`src/rtl/gpio_irq.sv`:
```
// GPIO peripheral with per-pin direction, atomic set/clear/toggle of the
// outputs, a configurable-depth input synchroniser, and per-pin level/edge
// interrupt detection. Interrupt status is sticky and write-1-to-clear.
// All interrupts are combined onto one active-high line.
//
// Bus handshake: we_i and re_i are single-cycle strobes with no backpressure.
// An access completes at the clk_i edge where its strobe is high. Read data
// appears on rdata_o after that edge and holds until the next read. When a
// read and a write happen together, the read returns the value from before
// the write.
module gpio_irq #(
    parameter int unsigned      WIDTH       = 8,
    parameter int unsigned      SYNC_STAGES = 2,
    parameter logic [WIDTH-1:0] RST_OUT     = '0
) (
    input  logic             clk_i,
    input  logic             rst_i,
    input  logic [31:0]      addr_i,
    input  logic [31:0]      wdata_i,
    input  logic             we_i,
    input  logic             re_i,
    output logic [31:0]      rdata_o,
    input  logic [WIDTH-1:0] gpio_i,
    output logic [WIDTH-1:0] gpio_o,
    output logic [WIDTH-1:0] gpio_oe_o,
    output logic             irq_o
);

    // Word index of each register (address bits [7:2])
    localparam logic [5:0] REG_DATA_OUT   = 6'h00;
    localparam logic [5:0] REG_DIR        = 6'h01;
    localparam logic [5:0] REG_DATA_IN    = 6'h02;
    localparam logic [5:0] REG_OUT_SET    = 6'h03;
    localparam logic [5:0] REG_OUT_CLR    = 6'h04;
    localparam logic [5:0] REG_OUT_TGL    = 6'h05;
    localparam logic [5:0] REG_IRQ_EN     = 6'h06;
    localparam logic [5:0] REG_IRQ_TYPE   = 6'h07;
    localparam logic [5:0] REG_IRQ_POL    = 6'h08;
    localparam logic [5:0] REG_IRQ_STATUS = 6'h09;

    logic [WIDTH-1:0] data_out_q,   data_out_d;
    logic [WIDTH-1:0] dir_q,        dir_d;
    logic [WIDTH-1:0] irq_en_q,     irq_en_d;
    logic [WIDTH-1:0] irq_type_q,   irq_type_d;
    logic [WIDTH-1:0] irq_pol_q,    irq_pol_d;
    logic [WIDTH-1:0] irq_status_q, irq_status_d;
    logic [WIDTH-1:0] prev_q,       prev_d;
    logic [WIDTH-1:0] sync_q [SYNC_STAGES];
    logic [WIDTH-1:0] sync_d [SYNC_STAGES];
    logic [31:0]      rdata_q,      rdata_d;

    logic [5:0]       reg_idx;
    logic [WIDTH-1:0] wval;
    logic [WIDTH-1:0] s_in;
    logic [WIDTH-1:0] edge_hit;
    logic [WIDTH-1:0] level_hit;
    logic [WIDTH-1:0] detect;
    logic [WIDTH-1:0] w1c;
    logic [31:0]      rd_val;
    logic             unused_bits;

    assign reg_idx = addr_i[7:2];
    assign wval    = wdata_i[WIDTH-1:0];
    assign s_in    = sync_q[SYNC_STAGES-1];

    // Address byte-offset and upper bits take no part in decode.
    // Data bits above WIDTH are dropped on write.
    assign unused_bits = ^{addr_i[31:8], addr_i[1:0], wdata_i};

    // Pin synchroniser chain and one-cycle history for edge detection
    always_comb begin
        sync_d[0] = gpio_i;
        for (int i = 1; i < int'(SYNC_STAGES); i++) begin
            sync_d[i] = sync_q[i-1];
        end
        prev_d = s_in;
    end

    // Per-pin detect: polarity selects high/rising (1) or low/falling (0)
    always_comb begin
        edge_hit  = (irq_pol_q & s_in & ~prev_q) | (~irq_pol_q & ~s_in & prev_q);
        level_hit = ~(s_in ^ irq_pol_q);
        detect    = (irq_type_q & edge_hit) | (~irq_type_q & level_hit);
    end

    // Register writes. A set condition in the same cycle as a W1C wins.
    always_comb begin
        data_out_d = data_out_q;
        dir_d      = dir_q;
        irq_en_d   = irq_en_q;
        irq_type_d = irq_type_q;
        irq_pol_d  = irq_pol_q;
        w1c        = '0;
        if (we_i) begin
            case (reg_idx)
                REG_DATA_OUT:   data_out_d = wval;
                REG_DIR:        dir_d      = wval;
                REG_OUT_SET:    data_out_d = data_out_q | wval;
                REG_OUT_CLR:    data_out_d = data_out_q & ~wval;
                REG_OUT_TGL:    data_out_d = data_out_q ^ wval;
                REG_IRQ_EN:     irq_en_d   = wval;
                REG_IRQ_TYPE:   irq_type_d = wval;
                REG_IRQ_POL:    irq_pol_d  = wval;
                REG_IRQ_STATUS: w1c        = wval;
                default:        ;
            endcase
        end
        irq_status_d = (irq_status_q & ~w1c) | detect;
    end

    // Read mux. Registers are zero-extended, and write-only or unmapped offsets read 0.
    always_comb begin
        rd_val = '0;
        case (reg_idx)
            REG_DATA_OUT:   rd_val[WIDTH-1:0] = data_out_q;
            REG_DIR:        rd_val[WIDTH-1:0] = dir_q;
            REG_DATA_IN:    rd_val[WIDTH-1:0] = s_in;
            REG_IRQ_EN:     rd_val[WIDTH-1:0] = irq_en_q;
            REG_IRQ_TYPE:   rd_val[WIDTH-1:0] = irq_type_q;
            REG_IRQ_POL:    rd_val[WIDTH-1:0] = irq_pol_q;
            REG_IRQ_STATUS: rd_val[WIDTH-1:0] = irq_status_q;
            default:        rd_val = '0;
        endcase
        rdata_d = re_i ? rd_val : rdata_q;
    end

    // State registers with asynchronous reset
    always_ff @(posedge clk_i or posedge rst_i) begin
        if (rst_i) begin
            data_out_q   <= RST_OUT;
            dir_q        <= '0;
            irq_en_q     <= '0;
            irq_type_q   <= '0;
            irq_pol_q    <= '0;
            irq_status_q <= '0;
            prev_q       <= '0;
            rdata_q      <= '0;
            for (int i = 0; i < int'(SYNC_STAGES); i++) begin
                sync_q[i] <= '0;
            end
        end else begin
            data_out_q   <= data_out_d;
            dir_q        <= dir_d;
            irq_en_q     <= irq_en_d;
            irq_type_q   <= irq_type_d;
            irq_pol_q    <= irq_pol_d;
            irq_status_q <= irq_status_d;
            prev_q       <= prev_d;
            rdata_q      <= rdata_d;
            for (int i = 0; i < int'(SYNC_STAGES); i++) begin
                sync_q[i] <= sync_d[i];
            end
        end
    end

    assign rdata_o   = rdata_q;
    assign gpio_o    = data_out_q;
    assign gpio_oe_o = dir_q;
    assign irq_o     = |(irq_status_q & irq_en_q);

endmodule
```
`config.mk`:
```
export PLATFORM = sky130hd
export DESIGN_NAME = gpio_irq
export DESIGN_NICKNAME = d
export VERILOG_FILES = /design/src/rtl/gpio_irq.sv
export SDC_FILE = /design/constraint.sdc
export NUM_CORES = 1
export LEC_CHECK = 0
export ABC_CLOCK_PERIOD_IN_PS = 4050
export BUFFER_PORTS_ARGS = -buffer_cell sky130_fd_sc_hd__buf_2
export CORE_UTILIZATION = 55
export CTS_CLUSTER_DIAMETER = 30
export CTS_CLUSTER_SIZE = 40
export DETAILED_ROUTE_END_ITERATION = 12
export PLACE_DENSITY = 0.92
export SYNTH_ARGS = -nofsm -noshare
export SYNTH_HDL_FRONTEND = slang
export SYNTH_SLANG_ARGS = --single-unit
export TNS_END_PERCENT = 30
```
`constraint.sdc`:
```
create_clock -name clk_i -period 4.05 [get_ports clk_i]
set_clock_uncertainty 0.2 [all_clocks]
set_input_delay 0.6075 -clock clk_i [delete_from_list [all_inputs] [get_ports clk_i]]
set_output_delay 0.6075 -clock clk_i [all_outputs]
set_load 0.03 [all_outputs]
```
==> results.sh, run 1 <==
export IMPL_pwr_share_seq=0.481
export IMPL_fin_nets=559
export IMPL_ys_types=40
export IMPL_syn_inst=404
export IMPL_p_per_area_nw_per_um2=419
export IMPL_endpoint="rdata_o[6]"
export IMPL_die_w_um=91.5
export IMPL_design_core_area_sq_um=7730
export IMPL_ant_nets=0
export IMPL_setup_tns_ns=0
export IMPL_power_total_w=0.00202
export IMPL_start_kind="input pin"
export IMPL_yosys_warnings=0
export IMPL_post_cts_buffers=0
export IMPL_seqCellArea_sq_um=2000
export IMPL_maxCapViolations=0
export IMPL_cp_top_family="simple AND/OR/NAND/NOR gates"
export IMPL_yosys_mux_area_fraction=0.141
export IMPL_async_reset_ff_frac=1.00
export IMPL_path_clk_slew_ns=0.08
export IMPL_cts_buffer_depth=2
export IMPL_port_buffers=50
export IMPL_crit_slowest_cell="or4b_4"
export IMPL_ys_seq_area_frac=0.455
export IMPL_dr_pass1_iters=5
export IMPL_required_ns=4.09
export IMPL_cp_arrival_ns=2.60
export IMPL_dp_hpwl_um=6820
export IMPL_synth_xor_area_frac=0.00199
export IMPL_syn_to_final_growth_pct=9.52
export IMPL_worst_setup_path_end_kind="register"
export IMPL_synth_edf_count=0
export IMPL_crit_type="in -> reg"
export IMPL_ios=125
export IMPL_cts_buffers=9
export IMPL_ys_flop_type="dfrtp_1"
export IMPL_n_antenna_cell=0
export IMPL_drt_total_wl_um=9640
export IMPL_grt_max_degree=59
export IMPL_postCtsHoldBufs=0
export IMPL_worst_pin_slew_ns=0.942
export IMPL_r2r_start="gpio_o[5]"
export IMPL_combPwrFrac=0.242
export IMPL_p_sw_frac=0.336
export IMPL_clock_root_buffer="clkbuf_8"
export IMPL_finalSetupViolations=0
export IMPL_crit_start="addr_i[3]"
export IMPL_vdd_ir_drop_max_mv=0.287
export IMPL_clk_latency_ns=0.35
export IMPL_grt_total_usage=0.251
export IMPL_path_max_fanout=21
export IMPL_vias_per_cell=5.89
export IMPL_crit_cells=5
export IMPL_post_route_min_period_ns=2.56
export IMPL_post_route_period_util=0.631
export IMPL_synthAdderAreaFrac=0.0909
export IMPL_crit_chain="buf_2 > or4b_4 > nor2_1 > nand2_1 > a311oi_1"
export IMPL_drive_above_1_share=0.240
export IMPL_drv_slew=0
export IMPL_ctsHtreeMaxLevel=3
export IMPL_status="finished clean"
export IMPL_drc=0
export IMPL_cts_resized=0
export IMPL_vias=3279
export IMPL_relSlewSlack=0.367
export IMPL_p_leak_nw=2.34
export IMPL_synth_ff_latch_count=80
export IMPL_yosys_area_share_simple=0.115
export IMPL_start_util=0.570
export IMPL_finalHoldViolations=0
export IMPL_overflow=0
export IMPL_synth_compound_area_share=0.109
export IMPL_dieArea_sq_um=8370
export IMPL_internal_power_w=0.00134
export IMPL_drtIter0Drc=270
export IMPL_rsz0062_at_grt="false"
export IMPL_grt_pass1_wl_um=16100
export IMPL_fillers=592
export IMPL_die_h_um=91.5
export IMPL_antenna_found_initial=0
export IMPL_pwr_share_clk=0.278
export IMPL_mappedNetlistArea_sq_um=4400
export IMPL_place_gp_congestion=0.810
export IMPL_rows=32
export IMPL_switching_power_w=0.000679
export IMPL_grt_pass1_vias=3325
export IMPL_wl_per_cell_um=17.3
export IMPL_reg2reg_slack_ns=2.44
export IMPL_multi_input_area_sq_um=2100
export IMPL_layout_setup_ws_ns=1.49
export IMPL_cts_sinks=80
export IMPL_timing_rr_end="gpio_o[5]"
export IMPL_hold_path_class="in -> async"
export IMPL_max_freq_mhz=391
export IMPL_place_ws_ns=1.18
export IMPL_syn_avg_cell_area_sq_um=10.9
export IMPL_cpPeakStageDelay_ns=0.65
export IMPL_critPathBufInv=1
export IMPL_synth_top_family_by_area="multiplexers"
export IMPL_reg2reg_depth=6
export IMPL_cts_tree="yes"
==> synth_stat cells, types with 2 or more instances <==
cell type | instances | area share
inv_1 | 35 | 0.030
o21ai_0 | 26 | 0.030
a221o_1 | 8 | 0.018
a21oi_1 | 3 | 0.0034
nor3_1 | 9 | 0.010
clkbuf_1 | 6 | 0.0051
a311oi_1 | 4 | 0.0080
nor2_1 | 18 | 0.015
buf_4 | 25 | 0.043
ha_1 | 32 | 0.091
nor3_4 | 3 | 0.011
buf_2 | 7 | 0.0080
nor4_1 | 4 | 0.0057
a211oi_1 | 8 | 0.014
a31oi_1 | 4 | 0.0057
nor2b_1 | 2 | 0.0028
a22oi_1 | 12 | 0.020
nand4_1 | 2 | 0.0028
nor4_4 | 2 | 0.0097
dfrtp_1 | 80 | 0.45
mux2i_1 | 27 | 0.061
nand3b_1 | 6 | 0.010
mux2_2 | 31 | 0.079
nand2_1 | 34 | 0.029
==> state kept, by name, summed over array words and instances, names as in the netlist <==
signal and cells:
gpio_oe_o 8, irq_type_q 8, gpio_o 8, prev_q 8
irq_en_q 8, sync_d 8, rdata_o 8, irq_pol_q 8
irq_status_q 8, prev_d 8
==> layout by cell type (no fill, tap or decap), types with 4 or more instances in the layout <==
master    Yosys  layout
ha_1         32      32
nand2_1      34      34
clkbuf_8      0       9
a221o_1       8       8
conb_1        1      24
a22oi_1      12      12
dfrtp_1      80      80
o21ai_0      26      26
nor3_1        9       9
a311oi_1      4       4
nand3b_1      6       6
mux2i_1      27      27
mux2_2       31      31
a211oi_1      8       8
nor2_1       18      18
buf_2         7      50
inv_1        35      34
nor4_1        4       4
a31oi_1       4       4
==> worst min-delay path by stage <==
stage | from | to | slack, ns | cells past startpoint
2_1_floorplan | sync_d[0] | prev_d[0] | 0.13 | 0
3_3_place_gp | sync_d[5] | prev_d[5] | 0.13 | 0
3_5_place_dp | sync_d[6] | prev_d[6] | 0.14 | 0
4_1_cts | rst_i | sync_d[6] | 0.004 | 2
5_1_grt | rst_i | sync_d[6] | 0.03 | 2
6_report | rst_i | prev_d[6] | 0.02 | 2
==> routing by layer <==
metal,GRT usage,up-vias,share of wire
met2,0.426,180,0.51
met3,0.0595,30,0.072
li1,-,1470,-
met1,0.301,1599,0.39
met4,0.118,0,0.029
met5,0,-,0
==> cells by family after synthesis <==
kind of cell,Yosys count
compound gates,70
xor+xnor,1
fa+ha+maj,32
buf+inv,75
flops,80
mux,58
other cells,1
simple gates,87
==> stage by stage <==
| step | cells | util | area [sq um] | hold slack, ns |
|---|---|---|---|---|
| CTS | 557 | 0.624 | 4820 | 0.00382 |
| global placement | 542 | 0.600 | 4640 | 0.133 |
| detailed placement | 542 | 0.600 | 4640 | 0.136 |
| floorplan | 427 | - | 4490 | 0.131 |
| global route | 557 | 0.624 | 4820 | 0.0288 |
| finish | 557 | 0.624 | 4820 | 0.0154 |
==> final cells by class <==
| type | count | area share |
|---|---|---|
| timing repair buffer | 53 | 0.0566 |
| clock buffer | 10 | 0.0265 |
| inverter | 35 | 0.0275 |
| tap | 102 | 0.0265 |
| multi-input combinational | 272 | 0.436 |
| clock inverter | 5 | 0.0119 |
| sequential | 80 | 0.415 |
==> power groups by stage <==
stage	Sequential [W]	Clock, W	Combinational [W]
CTS	0.000971	0.000576	0.000491
global placement	0.000978	0	0.000456
finish	0.000972	0.000561	0.000489
global route	0.000984	0.000607	0.000542
floorplan	0.00105	0	0.000290
detailed placement	0.000986	0	0.000487
No activity file was read; power rests on OpenSTA's default activity.
==> run 2: changes to the inputs <==
ABC_CLOCK_PERIOD_IN_PS = 2200   (was 4050)
CORE_UTILIZATION = 47   (was 55)
PLACE_DENSITY = 0.84   (was 0.92)
clock period = 2.2 ns   (was 4.05 ns; I/O delays follow)
==> run 2 against run 1 <==
Non-clock buffer count is 35 higher. First-iteration DRC count is 32% lower. Cell area is 6.7% higher. Sequential share of layout area is 2.6 points lower. Flip-flop and latch count is the same. Sequential power rose by 84%. Combinational power increased by 92%. Clock power grew 87%. Critical endpoint is now irq_o.
==> results.sh, run 2 (synthesis gave the netlist of run 1 again) <==
export IMPL_status="finished clean"
export IMPL_path_max_fanout=3
export IMPL_drt_total_wl_um=10600
export IMPL_holdPathEnd="irq_pol_q[0]"
export IMPL_n_antenna_cell=0
export IMPL_worst_setup_path_end_kind="output port"
export IMPL_relSlewSlack=0.275
export IMPL_dieArea_sq_um=9760
export IMPL_clk_latency_ns=0.36
export IMPL_cts_sinks=80
export IMPL_reg2reg_depth=4
export IMPL_maxCapViolations=0
export IMPL_hold_path_class="in -> reg"
export IMPL_start_kind="register"
export IMPL_layout_commonest_cell="dfrtp_1"
export IMPL_cts_tree="yes"
export IMPL_cp_arrival_ns=1.46
export IMPL_crit_chain="a22oi_1 > nand4_1 > buf_2"
export IMPL_reg2reg_slack_ns=0.60
export IMPL_design_core_area_sq_um=8890
export IMPL_worst_pin_slew_ns=1.08
export IMPL_fin_nets=594
export IMPL_cts_buffers=9
export IMPL_vdd_ir_drop_max_mv=0.405
export IMPL_finalSetupViolations=0
export IMPL_critPathBufInv=1
export IMPL_placed_area_sq_um=4870
export IMPL_clock_root_buffer="clkbuf_8"
export IMPL_start_util=0.495
export IMPL_cp_top_family="flip-flops"
export IMPL_crit_type="reg -> out"
export IMPL_drtIter0Drc=183
export IMPL_final_cell_mix="dfrtp_1 (80), buf_2 (50), inv_1 (34), nand2_1 (34), ha_1 (32)"
export IMPL_drive_above_1_share=0.279
export IMPL_drc=0
export IMPL_whs_ns=0.0829
export IMPL_p_leak_nw=2.51
export IMPL_ant_nets=0
export IMPL_wl_per_cell_um=17.8
export IMPL_ctsHtreeMaxLevel=3
export IMPL_power_total_w=0.00378
export IMPL_grt_max_degree=81
export IMPL_post_route_min_period_ns=1.99
export IMPL_cpPeakStageDelay_ns=0.42
export IMPL_die_h_um=98.8
export IMPL_path_clk_slew_ns=0.09
export IMPL_timing_rr_end="irq_status_q[5]"
export IMPL_p_per_area_nw_per_um2=735
export IMPL_drv_slew=0
export IMPL_post_route_period_util=0.905
export IMPL_port_buffers=50
export IMPL_cts_buffer_depth=2
export IMPL_dr_pass1_iters=5
export IMPL_grt_total_usage=0.231
export IMPL_hold_depth=3
export IMPL_antenna_found_initial=0
export IMPL_vias=3406
export IMPL_crit_slowest_cell="dfrtp_1"
export IMPL_place_gp_congestion=0.807
export IMPL_vias_per_cell=5.69
export IMPL_r2r_start="prev_d[5]"
export IMPL_finalInstanceArea_sq_um=5150
export IMPL_grt_pass1_wl_um=17200
export IMPL_max_freq_mhz=502
export IMPL_rsz0062_at_grt="false"
export IMPL_grt_pass1_vias=3444
export IMPL_rows=34
export IMPL_hp_start="wdata_i[0]"
export IMPL_required_ns=1.67
export IMPL_syn_to_final_growth_pct=16.9
export IMPL_dp_hpwl_um=7470
export IMPL_overflow=0
export IMPL_die_w_um=98.8
export IMPL_ios=125
export IMPL_finalHoldViolations=0
==> run 2: cell types whose count changed in the layout (fill, tap and decap cells not counted), moves of 2 or more <==
cell / before / now
clkinv_2: 3 / 1
dlygate4sd3_1: 0 / 9
buf_12: 0 / 2
buf_4: 3 / 27
==> run 2: how the worst max path moves through the flow <==
stage                    start     endpoint  slack (ns)  depth (start not counted)
2_1_floorplan        addr_i[7]  irq_en_q[0]        0.21                          4
3_3_place_gp         addr_i[7]   rdata_o[1]       -0.01                          6
3_5_place_dp         addr_i[7]   rdata_o[0]       -0.02                          6
4_1_cts        irq_status_q[2]        irq_o        0.24                          3
5_1_grt        irq_status_q[2]        irq_o        0.13                          3
6_report       irq_status_q[2]        irq_o        0.21                          3
==> run 2: where the power goes <==
| group | switching (W) | internal, W | leakage, nW |
|---|---|---|---|
| clock | 0.000591 | 0.000459 | 0.0992 |
| combinational | 0.000596 | 0.000344 | 1.47 |
| sequential | 0.000153 | 0.00164 | 0.944 |
| total | 0.00134 | 0.00244 | 2.51 |
==> run 2: area by class of cell <==
class                      count  area (sq um)
clock inverter                 6          51.3
multi-input combinational    272          2100
fill                         743          3740
timing repair buffer          88           583
sequential                    80          2000
clock buffer                  10           138
tap                          108           135
inverter                      35           135
==> run 2: worst register-to-register path, delay by kind of cell, from the launching register on <==
| family | cells | cell delay, ns |
|---|---|---|
| compound gates | 1 | 0.35 |
| fa+ha+maj | 1 | 0.18 |
| buf+inv | 1 | 0.08 |
| flops | 1 | 0.42 |
| mux | 1 | 0.26 |
==> run 2: metrics by stage <==
stage | std cells | setup slack [ns] | setup TNS [ns] | util
after floorplan | 427 | 0.208 | 0 | -
after global placement | 574 | -0.0125 | -0.0348 | 0.547
after detailed placement | 574 | -0.0175 | -0.0201 | 0.547
after CTS | 599 | 0.237 | 0 | 0.579
after global routing | 599 | 0.131 | 0 | 0.579
final | 599 | 0.208 | 0 | 0.579
==> run 2: layer usage <==
layer	vias to the layer above	share of wire	track usage	wire length, um
met2	166	0.51	0.400	5470
met4	0	0.021	0.0953	227
met1	1687	0.40	0.276	4210
met3	24	0.068	0.0567	727
li1	1529	-	-	-
met5	-	0	0	0
==> run 2: what timing repair did <==
action,in CTS,in global routing
hold endpoints to repair,88,0
gates resized for setup,0,0
hold buffers,9,0
buffers inserted,0,0
